`src/rtl/fios_dsp_pkg.sv`:
```
// Shared constants and types for the FIOS DSP column sequencer.
package fios_dsp_pkg;

    // Result word width produced per column
    localparam int unsigned WORD_W = 17;

    // DSP OPMODE encodings {Z[2:0], Y[1:0], X[1:0]}
    localparam logic [6:0] OPM_ZERO    = 7'b0000000; // P = 0
    localparam logic [6:0] OPM_M       = 7'b0000101; // P = M
    localparam logic [6:0] OPM_M_ACC   = 7'b0100101; // P = P + M
    localparam logic [6:0] OPM_M_SHACC = 7'b1100101; // P = (P>>17) + M
    localparam logic [6:0] OPM_SH      = 7'b1100000; // P = P>>17

    typedef enum logic [1:0] {
        ST_IDLE,
        ST_ISSUE,
        ST_FLUSH,
        ST_DRAIN
    } seq_state_t;

endpackage

```
`src/rtl/fios_dsp_seq_if.sv`:
```
// Sequencer bus: start handshake, operand indices, DSP control and result flags.
interface fios_dsp_seq_if
    import fios_dsp_pkg::*;
#(
    parameter int unsigned IDX_W = 5
);
    logic             start_i;
    logic [IDX_W:0]   n_words_i;
    logic             busy_o;
    logic [IDX_W-1:0] a_idx_o;
    logic [IDX_W-1:0] b_idx_o;
    logic             idx_valid_o;
    logic [6:0]       OPMODE_o;
    logic             CREG_en_o;
    logic             res_valid_o;
    logic [IDX_W:0]   res_idx_o;
    logic             done_o;

    // Sequencer side
    modport master (
        input  start_i, n_words_i,
        output busy_o, a_idx_o, b_idx_o, idx_valid_o, OPMODE_o,
               CREG_en_o, res_valid_o, res_idx_o, done_o
    );

    // Controller / consumer side
    modport slave (
        output start_i, n_words_i,
        input  busy_o, a_idx_o, b_idx_o, idx_valid_o, OPMODE_o,
               CREG_en_o, res_valid_o, res_idx_o, done_o
    );
endinterface

```
`src/rtl/fios_dsp_delay.sv`:
```
// Parameterised shift register with synchronous clear; DEPTH 0 is a wire.
module fios_dsp_delay #(
    parameter int unsigned WIDTH = 1,
    parameter int unsigned DEPTH = 1
) (
    input  logic             i_clk,
    input  logic             i_rst,
    input  logic [WIDTH-1:0] i_d,
    output logic [WIDTH-1:0] o_q
);
    generate
        if (DEPTH == 0) begin : g_wire
            assign o_q = i_d;
        end else begin : g_pipe
            logic [WIDTH-1:0] r_pipe [DEPTH];

            // Shift one stage per clock; reset flushes every stage
            always_ff @(posedge i_clk) begin
                if (i_rst) begin
                    for (int unsigned n = 0; n < DEPTH; n++) begin
                        r_pipe[n] <= '0;
                    end
                end else begin
                    r_pipe[0] <= i_d;
                    for (int unsigned n = 1; n < DEPTH; n++) begin
                        r_pipe[n] <= r_pipe[n-1];
                    end
                end
            end

            assign o_q = r_pipe[DEPTH-1];
        end
    endgenerate
endmodule

```
`src/rtl/fios_dsp_seq.sv`:
```
// Product-scanning column scheduler for one DSP slice: issues operand word
// indices column by column and aligns OPMODE / result flags to the pipeline.
module fios_dsp_seq
    import fios_dsp_pkg::*;
#(
    parameter int unsigned S_MAX  = 32,
    parameter int unsigned ABREG  = 1,
    parameter int unsigned MREG   = 1,
    parameter int unsigned OP_LAT = 1,
    parameter int unsigned IDX_W  = $clog2(S_MAX)
) (
    input logic            clock_i,
    input logic            reset_i,
    fios_dsp_seq_if.master bus
);
    localparam int unsigned CW = IDX_W + 1;
    // Index-to-OPMODE alignment and index-to-P_o result latency
    localparam int unsigned D  = OP_LAT + ABREG + MREG - 1;
    localparam int unsigned L  = OP_LAT + ABREG + MREG + 1;
    localparam int unsigned RW = CW + 2;

    seq_state_t       r_state, w_state_nxt;
    logic [CW-1:0]    r_s, w_s_nxt;       // operand word count S
    logic [CW-1:0]    r_k, w_k_nxt;       // current column
    logic [IDX_W-1:0] r_i, w_i_nxt;       // current A index within column

    logic [CW-1:0]    w_lo, w_hi, w_k_inc, w_k_last;
    logic [IDX_W-1:0] w_lo_inc, w_j;
    logic             w_col_first, w_col_last, w_n_ok;

    logic             w_issue, w_res_valid, w_done;
    logic [6:0]       w_opm, w_opm_d;
    logic [CW-1:0]    w_res_idx;
    logic [RW-1:0]    w_res_d;
    logic             w_res_valid_d, w_done_d;
    logic [CW-1:0]    w_res_idx_d;

    // Column bounds: i runs max(0,k-S+1)..min(k,S-1), j = k-i
    always_comb begin
        w_lo        = (r_k >= r_s) ? (r_k - r_s + CW'(1)) : '0;
        w_hi        = (r_k < r_s) ? r_k : (r_s - CW'(1));
        w_k_inc     = r_k + CW'(1);
        w_lo_inc    = (w_k_inc >= r_s) ? IDX_W'(w_k_inc - r_s + CW'(1)) : '0;
        // 2S-2 wraps correctly in CW bits even when 2S overflows
        w_k_last    = r_s + r_s - CW'(2);
        w_j         = r_k[IDX_W-1:0] - r_i;
        w_col_first = ({1'b0, r_i} == w_lo);
        w_col_last  = ({1'b0, r_i} == w_hi);
        w_n_ok      = (bus.n_words_i != '0) && (bus.n_words_i <= CW'(S_MAX));
    end

    // State and scan counters
    always_ff @(posedge clock_i) begin
        if (reset_i) begin
            r_state <= ST_IDLE;
            r_s     <= '0;
            r_k     <= '0;
            r_i     <= '0;
        end else begin
            r_state <= w_state_nxt;
            r_s     <= w_s_nxt;
            r_k     <= w_k_nxt;
            r_i     <= w_i_nxt;
        end
    end

    // Next state, scan advance and undelayed OPMODE / result tags
    always_comb begin
        w_state_nxt = r_state;
        w_s_nxt     = r_s;
        w_k_nxt     = r_k;
        w_i_nxt     = r_i;
        w_issue     = 1'b0;
        w_opm       = OPM_ZERO;
        w_res_valid = 1'b0;
        w_res_idx   = '0;
        w_done      = 1'b0;
        unique case (r_state)
            ST_IDLE: begin
                if (bus.start_i && w_n_ok) begin
                    w_state_nxt = ST_ISSUE;
                    w_s_nxt     = bus.n_words_i;
                    w_k_nxt     = '0;
                    w_i_nxt     = '0;
                end
            end
            ST_ISSUE: begin
                w_issue = 1'b1;
                if (r_k == '0) begin
                    w_opm = OPM_M;
                end else if (w_col_first) begin
                    w_opm = OPM_M_SHACC;
                end else begin
                    w_opm = OPM_M_ACC;
                end
                if (w_col_last) begin
                    w_res_valid = 1'b1;
                    w_res_idx   = r_k;
                    if (r_k == w_k_last) begin
                        w_state_nxt = ST_FLUSH;
                    end else begin
                        w_k_nxt = w_k_inc;
                        w_i_nxt = w_lo_inc;
                    end
                end else begin
                    w_i_nxt = r_i + IDX_W'(1);
                end
            end
            ST_FLUSH: begin
                w_opm       = OPM_SH;
                w_res_valid = 1'b1;
                w_res_idx   = w_k_last + CW'(1);
                w_done      = 1'b1;
                w_state_nxt = ST_DRAIN;
            end
            ST_DRAIN: begin
                if (w_done_d) begin
                    w_state_nxt = ST_IDLE;
                end
            end
            default: w_state_nxt = ST_IDLE;
        endcase
    end

    fios_dsp_delay #(
        .WIDTH (7),
        .DEPTH (D)
    ) u_opm_dly (
        .i_clk (clock_i),
        .i_rst (reset_i),
        .i_d   (w_opm),
        .o_q   (w_opm_d)
    );

    fios_dsp_delay #(
        .WIDTH (RW),
        .DEPTH (L)
    ) u_res_dly (
        .i_clk (clock_i),
        .i_rst (reset_i),
        .i_d   ({w_done, w_res_idx, w_res_valid}),
        .o_q   (w_res_d)
    );

    assign {w_done_d, w_res_idx_d, w_res_valid_d} = w_res_d;

    // Outputs are forced to their idle values while reset is held
    assign bus.busy_o      = (r_state != ST_IDLE) && !reset_i;
    assign bus.idx_valid_o = w_issue && !reset_i;
    assign bus.a_idx_o     = (w_issue && !reset_i) ? r_i : '0;
    assign bus.b_idx_o     = (w_issue && !reset_i) ? w_j : '0;
    assign bus.OPMODE_o    = reset_i ? OPM_ZERO : w_opm_d;
    assign bus.CREG_en_o   = 1'b0;
    assign bus.res_valid_o = w_res_valid_d && !reset_i;
    assign bus.res_idx_o   = reset_i ? '0 : w_res_idx_d;
    assign bus.done_o      = w_done_d && !reset_i;

endmodule

```
`src/flat_wrapper.sv`:
```
// flat-port wrapper written by rule: the top's interface ports become plain ports
module fios_dsp_seq_flat import fios_dsp_pkg::*;
#(
    parameter int unsigned S_MAX  = 32,
    parameter int unsigned ABREG  = 1,
    parameter int unsigned MREG   = 1,
    parameter int unsigned OP_LAT = 1,
    parameter int unsigned IDX_W  = $clog2(S_MAX)
)
  (clock_i, reset_i, bus_start_i, bus_n_words_i, bus_busy_o, bus_a_idx_o, bus_b_idx_o, bus_idx_valid_o, bus_OPMODE_o, bus_CREG_en_o, bus_res_valid_o, bus_res_idx_o, bus_done_o);
  fios_dsp_seq_if #(.IDX_W(IDX_W)) bus_i ();
  input logic clock_i;
  input logic reset_i;
  input wire logic [$bits(bus_i.start_i)-1:0] bus_start_i;
  input wire logic [$bits(bus_i.n_words_i)-1:0] bus_n_words_i;
  output wire logic [$bits(bus_i.busy_o)-1:0] bus_busy_o;
  output wire logic [$bits(bus_i.a_idx_o)-1:0] bus_a_idx_o;
  output wire logic [$bits(bus_i.b_idx_o)-1:0] bus_b_idx_o;
  output wire logic [$bits(bus_i.idx_valid_o)-1:0] bus_idx_valid_o;
  output wire logic [$bits(bus_i.OPMODE_o)-1:0] bus_OPMODE_o;
  output wire logic [$bits(bus_i.CREG_en_o)-1:0] bus_CREG_en_o;
  output wire logic [$bits(bus_i.res_valid_o)-1:0] bus_res_valid_o;
  output wire logic [$bits(bus_i.res_idx_o)-1:0] bus_res_idx_o;
  output wire logic [$bits(bus_i.done_o)-1:0] bus_done_o;
  assign bus_i.start_i = bus_start_i;
  assign bus_i.n_words_i = bus_n_words_i;
  assign bus_busy_o = bus_i.busy_o;
  assign bus_a_idx_o = bus_i.a_idx_o;
  assign bus_b_idx_o = bus_i.b_idx_o;
  assign bus_idx_valid_o = bus_i.idx_valid_o;
  assign bus_OPMODE_o = bus_i.OPMODE_o;
  assign bus_CREG_en_o = bus_i.CREG_en_o;
  assign bus_res_valid_o = bus_i.res_valid_o;
  assign bus_res_idx_o = bus_i.res_idx_o;
  assign bus_done_o = bus_i.done_o;
  fios_dsp_seq #(.S_MAX(S_MAX), .ABREG(ABREG), .MREG(MREG), .OP_LAT(OP_LAT), .IDX_W(IDX_W)) u_core (.clock_i(clock_i), .reset_i(reset_i), .bus(bus_i));
endmodule
```
`config.mk`:
```
export PLATFORM = sky130hd
export DESIGN_NAME = fios_dsp_seq_flat
export DESIGN_NICKNAME = d
export VERILOG_FILES = /design/src/rtl/fios_dsp_pkg.sv /design/src/rtl/fios_dsp_seq_if.sv /design/src/rtl/fios_dsp_delay.sv /design/src/rtl/fios_dsp_seq.sv /design/src/flat_wrapper.sv
export SDC_FILE = /design/constraint.sdc
export NUM_CORES = 1
export LEC_CHECK = 0
export CAP_MARGIN = 20
export CORE_MARGIN = 5
export CORE_UTILIZATION = 55
export CTS_CLUSTER_DIAMETER = 100
export CTS_CLUSTER_SIZE = 10
export DETAILED_ROUTE_END_ITERATION = 10
export DONT_BUFFER_PORTS = 1
export GPL_TIMING_DRIVEN = 0
export PLACE_DENSITY = 0.68
export SLEW_MARGIN = 0
export SYNTH_ARGS = -nofsm -noshare
export SYNTH_HDL_FRONTEND = slang
export SYNTH_SLANG_ARGS = --single-unit
```
`constraint.sdc`:
```
create_clock -name clock_i -period 4.1 [get_ports clock_i]
set_clock_uncertainty 0.1 [all_clocks]
set_input_delay 0.41 -clock clock_i [delete_from_list [all_inputs] [get_ports clock_i]]
set_output_delay 0.41 -clock clock_i [all_outputs]
set_load 0.03 [all_outputs]
```
Word level (Yosys, flattened, before mapping)

Memories as Yosys holds them, arrays and structs flattened.
Index checks and enable logic that the tools add are counted.

Add/sub/neg operators: 11
$mul: 0
Divide/modulo/power cells: 0
Magnitude comparators: 4
Equality and inequality tests: 12
Shift operators: 0
Muxes and demuxes: 38
Bitwise operators: 6
Reductions and logical operators: 16

Operator list:

| cell                                                                    | number |
|---|---|
| 6-bit 2-to-1 mux                                                        | 7 |
| 7-bit 2-to-1 mux                                                        | 5 |
| 8-bit 2-to-1 mux                                                        | 4 |
| 5-bit 2-to-1 mux                                                        | 6 |
| 6-bit one-hot mux with 2 select lines                                   | 2 |
| 6-bit by 1-bit adder with 6-bit output, second input constant           | 3 |
| 7-bit one-hot mux with 2 select lines                                   | 1 |
| 5-bit by 6-bit == test with 1-bit output                                | 2 |
| 6-bit >= comparator                                                     | 2 |
| 5-bit by 1-bit adder with 5-bit output, second input constant           | 2 |
| 5-bit one-hot mux with 2 select lines                                   | 1 |
| 5-bit subtractor                                                        | 2 |
| 2-bit 2-to-1 mux                                                        | 4 |
| 2-bit one-hot mux with 4 select lines                                   | 1 |
| 4-bit AND reduction                                                     | 2 |
| 6-bit adder                                                             | 1 |
| 6-bit == test                                                           | 1 |
| 6-bit less-or-equal comparator, second input constant                   | 1 |
| 1-bit logical AND                                                       | 6 |
| 6-bit zero test                                                         | 1 |
| 6-bit < comparator                                                      | 1 |
| 1-bit 2-to-1 mux                                                        | 6 |
| 2-bit by 1-bit inequality test with 1-bit output, second input constant | 3 |
| 1-bit bitwise OR                                                        | 6 |
| 14 further kinds                                                        | 17 |

Register bits after elaboration: 19
Latch bits: 0
RAM bits: 46
Bits in read-only memories: 0
Memories kept: 2

Memory list:

| name                           | words | bits a word | rd ports | clocked after Yosys merged registers in | wr ports | RTL line             | RTL |
|---|---|---|---|---|---|---|---|
| u_core.u_res_dly.g_pipe.r_pipe | 4     | 8           | 4        | 0                                       | 4        | fios_dsp_delay.sv:15 | `logic [WIDTH-1:0] r_pipe [DEPTH];` |
| u_core.u_opm_dly.g_pipe.r_pipe | 2     | 7           | 2        | 0                                       | 2        | fios_dsp_delay.sv:15 |  |

Depth between registers and ports, before layout

Word-level depth: 8
Gate-level depth with buffers: 14
Gate-level depth less buffers: 14

Hierarchy

Synthesis repeated with hierarchy kept, for this count alone.

Cell total of the unflattened synthesis: 447
Area total of the unflattened synthesis: 3992.6 um2

Modules (own cells, without submodules):

| module                            | times used | cells an instance | area an instance (um2) | seq. area each (um2) |
|---|---|---|---|---|
| fios_dsp_seq                      | 1          | 344               | 2668.8                 | 380.4 |
| fios_dsp_delay (u_core.u_res_dly) | 1          | 67                | 863.3                  | 640.6 |
| fios_dsp_delay (u_core.u_opm_dly) | 1          | 36                | 460.4                  | 280.3 |

Worst setup path after synthesis

No wires, ideal clock.

Kind: flip-flop to flip-flop
From: reg u_core.r_s[2]
To: reg u_core.r_k[3]
Arrival time: 2.939 ns
Required time: 3.883 ns
Setup slack: 0.945 ns
Stages on the path, launching flop included: 12
Buffers on the path: 0
Period minus slack after synthesis: 3.155 ns
Path through: dfxtp_1 > inv_1 > ha_1 > fa_1 > nand3_1 > nand2_1 > or4_1 > a32o_1 > nor4_4 > nand3_1 > a21o_1 > a22o_1

Word-level cells in the longest chain between the ends: 5

Ends and longest elaborated chain:

| element                                                                                                           | RTL line                               | RTL |
|---|---|---|
| start: declaration                                                                                                | fios_dsp_seq.sv:23                     | `logic [CW-1:0] r_s, w_s_nxt;` |
| start signal: assignment                                                                                          | fios_dsp_seq.sv:61                     | `r_s <= w_s_nxt;` |
| 6-bit adder (tied with other cells)                                                                               | fios_dsp_seq.sv:45                     | `w_k_last = r_s + r_s - CW'(2);` |
| 6-bit by 2-bit subtractor with 6-bit output / 6-bit 2-to-1 mux (equally long branches)                            | fios_dsp_seq.sv:45, fios_dsp_seq.sv:41 |  |
| 6-bit == test / 5-bit by 6-bit == test with 1-bit output (equally long branches)                                  | fios_dsp_seq.sv:99, fios_dsp_seq.sv:48 |  |
| 2-bit inequality test (no source line) / 2-bit by 1-bit inequality test with 1-bit output (equally long branches) | n/a                                    |  |
| 4-bit AND reduction (no source line) *                                                                            | n/a                                    |  |
| end signal: assignment                                                                                            | fios_dsp_seq.sv:62                     | `r_k <= w_k_nxt;` |
| end: declaration                                                                                                  | fios_dsp_seq.sv:24                     | `logic [CW-1:0] r_k, w_k_nxt;` |

Mark *: on every way between the ends. The rest lies on a longest branch, timed or not.
A chain may end at the register's enable or synchronous reset.

Worst setup path after layout

Same ends and word-level chain as after synthesis.

==> qor.csv <==
metric;value;unit
status;completed;
Die Y;90.31;microns
Power Density;485.7;nW/um^2
number of remaining DRC errors;0;
sw frac;0.3500;
clock sinks;57;
Clk pwr share;0.347;
initial antenna violation count;0;
Final min period;3.783;ns
post-synth cell types;58;
clk buf depth;2;
R2R depth;11;
CP most frequent cell;nand3_1;
Fin Setup TNS;0;ns
leading area contributor after synthesis;dfxtp_1;
worst hold path class;primary input to flip-flop;
largest net degree at the start of global routing;13;
Slowest Stage Delay on Critical Path;0.53;ns
Final period util;0.9226;
vias in the first global route;2761;
Routed WL per cell;16.70;microns
Critical Path Start;u_core.r_s[2]$_SDFFE_PP0P_;
Final Setup Violations;0;
post-route ant nets;0;
Setup Buffers After CTS;0;
number of vias per cell;5.714;
Ant. Diodes;0;
Final HPWL DP;6513;microns
Tot Pwr;1.896;mW
flop-to-flop setup slack;0.32;ns
share of layout cells above drive strength 1;0.06808;
Starting Density;0.5618;
Core ar.;6314;sq um
CP arrival;3.96;ns
cells after synthesis;407;
initial drt markers;236;
maxcap violations;0;
full die area;8155;sq um
Max Fclk;264.4;MHz
Clk Latency, worst-skew pair;0.34;ns
vias post-DR;2874;
Final Instance Area;3904;sq um
Worst Setup EP;u_core.r_k[3]$_SDFFE_PP0P_;
worst r2r src;u_core.r_s[2]$_SDFFE_PP0P_;
Slew HR;0.5825;
post_cts resized;0;
P&R area growth vs syn;10.05;%
slowest library cell on the worst path;or4_1;
Most used DFF post-synth;dfxtp_1;
CTS Buf Count;9;
H-tree depth;3;
GRT Overall Usage;0.2130;
Die W;90.31;microns
critical path fanouts, max;10;
worst vdd ir;416.0;uV
Hold-fix buffers, CTS;0;
worst-margin pin slew;0.6250;ns
Root Driver;clkbuf_8;
PortBufs;0;
clk slew on worst S/H paths;0.07;ns
Post-synth EDFFs;0;
top cells by area, synth;dfxtp_1, ha_1, nor2b_1, xnor2_1, nor2_1;
FF+latch count, synth;57;
critical-path cell list;inv_1, ha_1, fa_1, nand3_1, nand2_1, or4_1, a32o_1, nor4_4, nand3_1, nor3_1, a22o_1;
Gate power share;0.329;
critical path class;flip-flop to flip-flop;
LEAKAGE;1.603;nW
num rows;29;
startpoint types;flip-flop;
CP Capture Type;flip-flop;
r2r endpoint;u_core.r_k[3]$_SDFFE_PP0P_;
drt first pass iters;7;
internal cell power;1.232;mW
Fin Hold WS;0.1188;ns
sequential element share of the synthesized area;0.3217;
Avg Inst Size Synth;8.715;sq um
P_sw;0.6637;mW
Flop pwr share;0.324;
TritonCTS clock tree;done;
Setup WS post-layout;0.3175;ns
cell area after synthesis;3547;sq um
final net count;471;
Total Wirelength;8400;microns
Critical Path RT;4.28;ns
global-route wire length before repair;14020;microns
I/O pin total;37;
Final Hold Viols;0;
async set-or-reset flop fraction in the synthesized netlist;0;
RSZ-0062 raised after global routing;no;
area share of the largest cell type after synthesis;0.3217;
post-placement cell area;3655;sq um
FILL cells;578;
setup slack after placement;0.3623;ns
Slew Limit Fails;0;
Ys Warns;0;
total congestion overflow;0;
gpl congestion;0.9939;
## power groups by stage
stage	logic [mW]	registers [mW]	clock network (mW)
after floorplan	0.486	0.615	0
after global placement	0.601	0.625	0
after detailed placement	0.615	0.627	0
after CTS	0.617	0.614	0.672
after global routing	0.688	0.618	0.698
final	0.623	0.615	0.658
## worst min path at each step
stage | startpoint | end | slack, ns | depth (start not counted)
after global placement | u_core.u_res_dly.g_pipe.r_pipe[2][0]$_SDFF_PP0_ | u_core.u_res_dly.g_pipe.r_pipe[3][0]$_SDFF_PP0_ | 0.32 | 1
after detailed placement | u_core.u_res_dly.g_pipe.r_pipe[2][2]$_SDFF_PP0_ | u_core.u_res_dly.g_pipe.r_pipe[3][2]$_SDFF_PP0_ | 0.32 | 1
after global routing | bus_n_words_i[0] | u_core.r_s[0]$_SDFFE_PP0P_ | 0.12 | 2
final | bus_n_words_i[2] | u_core.r_s[2]$_SDFFE_PP0P_ | 0.12 | 2
after floorplan | u_core.u_opm_dly.g_pipe.r_pipe[0][5]$_SDFF_PP0_ | u_core.u_opm_dly.g_pipe.r_pipe[0][12]$_SDFF_PP0_ | 0.31 | 1
after CTS | bus_n_words_i[3] | u_core.r_s[3]$_SDFFE_PP0P_ | 0.11 | 2
## synthesized netlist by cell type (5+ instances only)
| cell | count |
|---|---|
| a21o_1 | 6 |
| a21oi_1 | 15 |
| a22o_1 | 6 |
| a22oi_1 | 7 |
| and2_1 | 7 |
| buf_4 | 5 |
| clkbuf_1 | 16 |
| dfxtp_1 | 57 |
| fa_1 | 6 |
| ha_1 | 35 |
| inv_1 | 30 |
| mux2i_1 | 7 |
| nand2_1 | 18 |
| nand2b_1 | 7 |
| nand3_1 | 14 |
| nor2_1 | 35 |
| nor2b_1 | 39 |
| o21ai_0 | 11 |
| xnor2_1 | 18 |
| xor2_1 | 9 |
## flip-flops by register name, indices dropped and copies added, names as in the netlist
signal and count:
u_core.r_s 6, u_core.r_state 2, u_core.r_k 6, u_core.u_opm_dly.g_pipe.r_pipe 6, u_core.u_res_dly.g_pipe.r_pipe 32, u_core.r_i 5
## layout make-up
| cell class | count | area [sq um] | area share |
|---|---|---|---|
| Buffer | 24 | 111.4 | 0.02853 |
| Clock buffer | 9 | 123.9 | 0.03173 |
| Clock inverter | 7 | 125.1 | 0.03205 |
| Inverter | 31 | 116.4 | 0.02981 |
| Multi-Input combinational cell | 298 | 2190 | 0.5609 |
| Sequential cell | 57 | 1141 | 0.2923 |
| Tap cell | 77 | 96.34 | 0.02468 |
## kinds of logic after synthesis
group                    Yosys count  synth area share
other                              1          0.001057
XOR/XNOR                          27           0.06667
flip-flops                        57            0.3217
multiplexers                       7           0.01975
adder cells (fa/ha/maj)           41            0.1573
buffers and inverters             55           0.06420
AO/OA/AOI/OAI                     75            0.1485
AND/OR/NAND/NOR                  144            0.2208
## layer usage
metal	share of wire	up-vias	global-route usage
li1	-	1415	-
met1	0.45	1344	0.2885
met2	0.45	100	0.3311
met3	0.088	15	0.06333
met4	0.017	0	0.05583
met5	0	-	0
## placed cells by master, fill, tap and decap left out, types with 3 or more instances in the layout
| master | count |
|---|---|
| bufinv_16 | 3 |
| nor2b_1 | 39 |
| a21oi_1 | 15 |
| inv_1 | 30 |
| nor2_1 | 35 |
| a211oi_1 | 3 |
| nand3_1 | 14 |
| nand2_1 | 18 |
| o21ai_0 | 11 |
| nor4_1 | 3 |
| xnor2_1 | 18 |
| nand2b_1 | 7 |
| fa_1 | 6 |
| ha_1 | 35 |
| nor3_1 | 3 |
| clkbuf_8 | 9 |
| a21o_1 | 6 |
| mux2i_1 | 7 |
| conb_1 | 4 |
| a22oi_1 | 7 |
| a22o_1 | 6 |
| clkbuf_1 | 16 |
| and2_1 | 7 |
| dfxtp_1 | 57 |
| xor2_1 | 9 |
| inv_6 | 3 |
| or4_1 | 4 |
| buf_4 | 5 |
## per-stage QoR
stage,cells,util
4_1_cts,503,0.6183
3_5_place_dp,487,0.5789
6_report,503,0.6183
5_1_grt,503,0.6183
3_3_place_gp,487,0.5789
2_1_floorplan,410,-
## critical path: cells and delay by family, from the launching register on
family	cells	cell delay, ns
compound gates	2	0.52
simple gates	6	1.84
buf+inv	1	0.12
fa+ha+maj	2	0.66
flops	1	0.48
(Power assumes the default switching activity.)
